==> config.mk <==
export PLATFORM = sky130hd
export DESIGN_NAME = deal_shuffler
export DESIGN_NICKNAME = d
export VERILOG_FILES = /design/src/rtl/card_pkg.sv /design/src/rtl/lfsr16.sv /design/src/rtl/deal_shuffler.sv
export SDC_FILE = /design/constraint.sdc
export NUM_CORES = 1
export LEC_CHECK = 0
export ABC_AREA = 1
export CORE_AREA = 2 2 86 88
export CTS_CLUSTER_DIAMETER = 60
export DETAILED_ROUTE_END_ITERATION = 6
export DIE_AREA = 0 0 88 90
export PLACE_DENSITY = 0.73
export SYNTH_ARGS = -nofsm -noshare
export SYNTH_HDL_FRONTEND = slang
export SYNTH_SLANG_ARGS = --single-unit
==> constraint.sdc <==
create_clock -name clk -period 2.2 [get_ports clk]
set_input_delay 0.44 -clock clk [delete_from_list [all_inputs] [get_ports clk]]
set_output_delay 0.44 -clock clk [all_outputs]
set_load 0.01 [all_outputs]
==> src/rtl/card_pkg.sv <==
// card_pkg: shared card/deck types, constants and shuffler FSM states.
// No ports; imported by deal_shuffler.
package card_pkg;
  typedef logic [1:0] symbol_t;
  localparam symbol_t SYM_NONE = 2'b11;
  localparam int NUM_CARDS = 9;
  localparam int CARDS_PER_SYM = 3;
  typedef logic [2*NUM_CARDS-1:0] deal_t;
  // Ascending packed range puts slot 0 (card1) in the top bits of a deal_t.
  typedef symbol_t [0:NUM_CARDS-1] deck_t;
  localparam deal_t DECK_INIT = 18'h0056A;
  typedef enum logic [2:0] {IDLE, INIT, PICK, SWAP, DONE} state_t;
endpackage

==> src/rtl/lfsr16.sv <==
// lfsr16: free-running 16-bit Fibonacci LFSR, x^16+x^14+x^13+x^11+1.
// Ports: clk, reset (sync, active-high, loads seed), seed[15:0], q[15:0].
// A zero seed is replaced by 1 so the register never locks up at 0.
module lfsr16 (
  input  logic        clk,
  input  logic        reset,
  input  logic [15:0] seed,
  output logic [15:0] q
);
  logic [15:0] q_d;
  always_comb q_d = {q[0] ^ q[2] ^ q[3] ^ q[5], q[15:1]};
  always_ff @(posedge clk) q <= reset ? ((seed == '0) ? 16'h0001 : seed) : q_d;
endmodule

==> src/rtl/deal_shuffler.sv <==
// deal_shuffler: bounded Fisher-Yates shuffle of a 9-card, 3-symbol deck.
// Ports: clk, reset (sync, active-high), start (level; rising edge requests
// a deal), deal[17:0] (card1 = [17:16]), valid, done (1-cycle pulse), busy.
// Macro DEAL_FIXED_EN: skip the shuffle and emit FIXED_DEAL (bring-up).
module deal_shuffler
  import card_pkg::*;
#(
  parameter logic [15:0] SEED       = 16'hACE1,
  parameter int          MAX_REJECT = 8,
  parameter deal_t       FIXED_DEAL = 18'h0245A
) (
  input  logic        clk,
  input  logic        reset,
  input  logic        start,
  output logic [17:0] deal,
  output logic        valid,
  output logic        done,
  output logic        busy
);
`ifdef DEAL_FIXED_EN
  localparam bit FIXED_EN = 1'b1;
`else
  localparam bit FIXED_EN = 1'b0;
`endif
  localparam int RW = $clog2(MAX_REJECT + 1);
  localparam logic [RW-1:0] REJ_LAST = RW'(MAX_REJECT - 1);
  logic [15:0] lfsr_q;
  logic [3:0] r;
  logic start_q, rise;
  state_t state_q, state_d;
  deck_t work_q, work_d;
  logic [3:0] i_q, i_d, j_q, j_d;
  logic [RW-1:0] rej_q, rej_d;
  deal_t deal_q, deal_d;
  logic valid_q, valid_d, done_q, done_d, busy_q, busy_d;
  lfsr16 u_lfsr (.clk(clk), .reset(reset), .seed(SEED), .q(lfsr_q));
  assign r = lfsr_q[3:0];
  assign rise = start & ~start_q;
  always_comb begin
    state_d = state_q;
    work_d  = work_q;
    i_d     = i_q;
    j_d     = j_q;
    rej_d   = rej_q;
    deal_d  = deal_q;
    valid_d = valid_q;
    done_d  = 1'b0;
    busy_d  = busy_q;
    case (state_q)
      IDLE: if (rise) begin
        state_d = INIT;
        valid_d = 1'b0;
        busy_d  = 1'b1;
      end
      INIT: begin
        work_d  = FIXED_EN ? FIXED_DEAL : DECK_INIT;
        i_d     = 4'd8;
        rej_d   = '0;
        busy_d  = 1'b1;
        state_d = FIXED_EN ? DONE : PICK;
      end
      // Out-of-range draws are rejected; after MAX_REJECT tries the card stays put.
      PICK: begin
        j_d     = (r <= i_q) ? r : i_q;
        state_d = (r <= i_q || rej_q == REJ_LAST) ? SWAP : PICK;
        rej_d   = (r <= i_q || rej_q == REJ_LAST) ? rej_q : rej_q + 1'b1;
      end
      SWAP: begin
        work_d[i_q] = work_q[j_q];
        work_d[j_q] = work_q[i_q];
        rej_d   = '0;
        i_d     = i_q - 4'd1;
        state_d = (i_q == 4'd1) ? DONE : PICK;
      end
      DONE: begin
        deal_d  = work_q;
        valid_d = 1'b1;
        done_d  = 1'b1;
        busy_d  = 1'b0;
        state_d = IDLE;
      end
      default: state_d = IDLE;
    endcase
  end
  always_ff @(posedge clk) begin
    if (reset) begin
      state_q <= IDLE;
      start_q <= 1'b0;
      work_q  <= DECK_INIT;
      i_q     <= '0;
      j_q     <= '0;
      rej_q   <= '0;
      deal_q  <= DECK_INIT;
      valid_q <= 1'b0;
      done_q  <= 1'b0;
      busy_q  <= 1'b0;
    end else begin
      state_q <= state_d;
      start_q <= start;
      work_q  <= work_d;
      i_q     <= i_d;
      j_q     <= j_d;
      rej_q   <= rej_d;
      deal_q  <= deal_d;
      valid_q <= valid_d;
      done_q  <= done_d;
      busy_q  <= busy_d;
    end
  end
  assign deal  = deal_q;
  assign valid = valid_q;
  assign done  = done_q;
  assign busy  = busy_q;
endmodule
==> flow_metrics.tcl <==
set metrics [dict create \
    status "complete, no violations" \
    path_clk_slew_ns 0.08 \
    numCtsBuffers 9 \
    die_h_microns 90 \
    clkLatencyLatePin_ns 0.36 \
    synthAdderAreaFrac_pct 3.027 \
    place.gp.congestion 1.038 \
    totalPowerFinal_uw 4018 \
    hold_buffers 0 \
    h-tree-depth 3 \
    synth_ff_type "dfxtp_1" \
    diodes 0 \
    yosys-mux-area-fraction_pct 0 \
    p_per_area_nw_per_um2 940.7 \
    clock-sinks 71 \
    preCtsSetupSlack_ns 0.3227 \
    cts_root_buf "clkbuf_8" \
    clk_path_buf_depth 2 \
    min_path_cells 2 \
    worst_pin_slew_ns 0.3462 \
    crit_chain "inv_2 -> ha_1 -> nand2_1 -> o21ai_0 -> nand4_1 -> nand2_1 -> nor2_1 -> nor3_1" \
    critPathCaptureType "register" \
    fillers 680 \
    yosysUniqueCellTypes 37 \
    ant_nets 0 \
    power_frac_clock_pct 26.9 \
    syn_inst 544 \
    synth_edf_count 0 \
    multi_input_area_sq_um 1903 \
    startpoint_type "register" \
    wl_per_cell_microns 14.38 \
    grt_pass1_vias 3446 \
    path_max_fanout 5 \
    critPathArrivalTime_ns 2.20 \
    slew_headroom_pct 76.86 \
    finClkSkew_ns 0.008175 \
    antenna_found_initial 0 \
    ir_worst_vdd_v 0.0005719 \
    min_period_ns 1.914 \
    setup_slack_ns 0.2855 \
    setup_viol 0 \
    seq_area_sq_um 1421 \
    critPathSlowestCell "dfxtp_1" \
    synth_area_per_cell_sq_um 6.838 \
    pwr-share-seq_pct 38.8 \
    dr.pass1.iters 5 \
    vias_per_cell 5.284 \
    fin_tns_setup_ns 0 \
    hpwl_microns 7472 \
    synth_top_family_by_area "simple AND/OR/NAND/NOR gates" \
    hold_path.class "reg -> reg" \
    vias 3588 \
    crit_top_cell "nand2_1" \
    synth_compound_area_share_pct 10.86 \
    syn2layout_area_growth_pct 14.83 \
    required_ns 2.48 \
    p_comb_share_pct 34.3 \
    p_sw_uw 1605 \
    rsz0062_at_grt "false" \
    cts_resized 0 \
    holdWs_ns 0.4097 \
    core.rowCount 31 \
    yosys.area_share.simple_pct 36.33 \
    die_x_microns 88 \
    ys_ff_latch 71 \
    drc 0 \
    finalInstanceArea_sq_um 4272 \
    synth-xor-area-share_pct 0.9418 \
    ys_seq_area_share_pct 38.21 \
    slew_viol_final 0 \
    syn_area_sq_um 3720 \
    drive_gt1_share_pct 12.07 \
    hold_viol_final 0 \
    p_int_uw 2413 \
    swShare_pct 39.95 \
    io_pins 24 \
    cts_tree "yes" \
    fin_nets 587 \
    worstSetupPathType "reg -> reg" \
    grt_first_pass_wirelength_microns 16530 \
    maxCapViolCount 0 \
    critPathMaxStageDelay_ns 0.47 \
    io_buffers 23 \
    gr-total-overflow 0 \
    fin_crit_sh_pct 87.02 \
    fmax_mhz 522.3 \
    die_area_sq_um 7920 \
    wirelength_microns 9764 \
    r2r_cells 8 \
    core_sq_um 7020 \
    grt_max_degree 24 \
    drt-initial-drc-count 259 \
    post-cts-setup-buffers 0 \
    groute.usage.overall_pct 26.82 \
    synth_fp_nets 556 \
    postPlaceCellArea_sq_um 4065 \
    start_util_pct 52.99 \
    synth.yosys.warnings 0 \
    leakage_uw 0.002010 \
    async_flop_share_pct 0 \
]
==> routing by layer <==
metal | global-route usage, % | up-vias | routed length, microns
li1 | - | 1793 | -
met1 | 33.83 | 1651 | 4275
met2 | 43.81 | 117 | 4653
met3 | 6.152 | 27 | 552
met4 | 10.38 | 0 | 283
met5 | 0 | - | 0
==> final cells by class <==
type	instances	share of cell area (%)
sequential	71	33.27
inverter	77	6.766
timing repair buffer	36	7.674
multi-input combinational	380	44.55
clock inverter	6	1.611
clock buffer	10	3.222
tap	99	2.900
==> flip-flops by register name, indices dropped and copies added (netlist names) <==
signal	cells
j_q	4
rej_q	4
u_lfsr.q	16
valid	1
state_q	3
work_q	18
done	1
start_q	1
deal	18
busy	1
i_q	4
==> power by group through the flow <==
stage / Sequential [uW] / Combinational, uW / Clock [uW]
6_report: 1560 / 1380 / 1080
5_1_grt: 1570 / 1560 / 1160
4_1_cts: 1550 / 1360 / 1100
3_5_place_dp: 1580 / 1350 / 0
3_3_place_gp: 1580 / 1330 / 0
2_1_floorplan: 1550 / 1010 / 0
==> worst paths after layout <==
| path | startpoint | end | slack [ns] |
|---|---|---|---|
| worst max register to register | i_q[2] | rej_q[1] | 0.29 |
| worst min-delay path | u_lfsr.q[10] | u_lfsr.q[9] | 0.41 |
| worst min register to register | u_lfsr.q[10] | u_lfsr.q[9] | 0.41 |
| worst max-delay path | i_q[2] | rej_q[1] | 0.29 |
==> synthesized netlist by cell type (7+ instances only) <==
| cell type | number | area, sq um |
|---|---|---|
| ha_1 | 9 | 112.6 |
| nor3_1 | 7 | 35.03 |
| o21ai_0 | 18 | 90.09 |
| dfxtp_1 | 71 | 1421 |
| nor2_2 | 14 | 87.58 |
| or2_2 | 7 | 43.79 |
| nand4_1 | 13 | 81.33 |
| inv_1 | 71 | 266.5 |
| a21oi_1 | 31 | 155.2 |
| nand2_1 | 168 | 630.6 |
| nor2_1 | 42 | 157.7 |
| nand3_1 | 30 | 150.1 |
==> stage by stage <==
step	std cells	utilization, %
final	679	60.84
after global routing	679	60.84
after CTS	679	60.84
after detailed placement	663	57.90
after global placement	663	57.90
after floorplan	544	-
==> cell families after synthesis <==
| kind of cell | after synthesis |
|---|---|
| simple gates | 297 |
| buf+inv | 93 |
| flops | 71 |
| compound gates | 70 |
| fa+ha+maj | 9 |
| xor+xnor | 4 |
==> layout by cell type (no fill, tap or decap), types with 5 or more instances in the layout <==
master	synthesis	routed
nand2_1	168	168
nand4_1	13	13
nor2_1	42	42
buf_4	3	13
ha_1	9	9
clkdlybuf4s50_1	0	23
nor3_1	7	7
or2_2	7	7
clkbuf_8	0	10
a21oi_1	31	31
a22o_1	6	6
inv_2	6	6
dfxtp_1	71	71
inv_1	71	71
o21ai_0	18	18
o211ai_1	5	5
nor2_2	14	14
nand3_1	30	30
==> critical path, delay by kind of cell (launching register included) <==
family | cells | cell delay [ns]
simple gates | 5 | 0.70
buf+inv | 1 | 0.12
flops | 1 | 0.47
compound gates | 1 | 0.24
fa+ha+maj | 1 | 0.32
(Power assumes the default switching activity.)
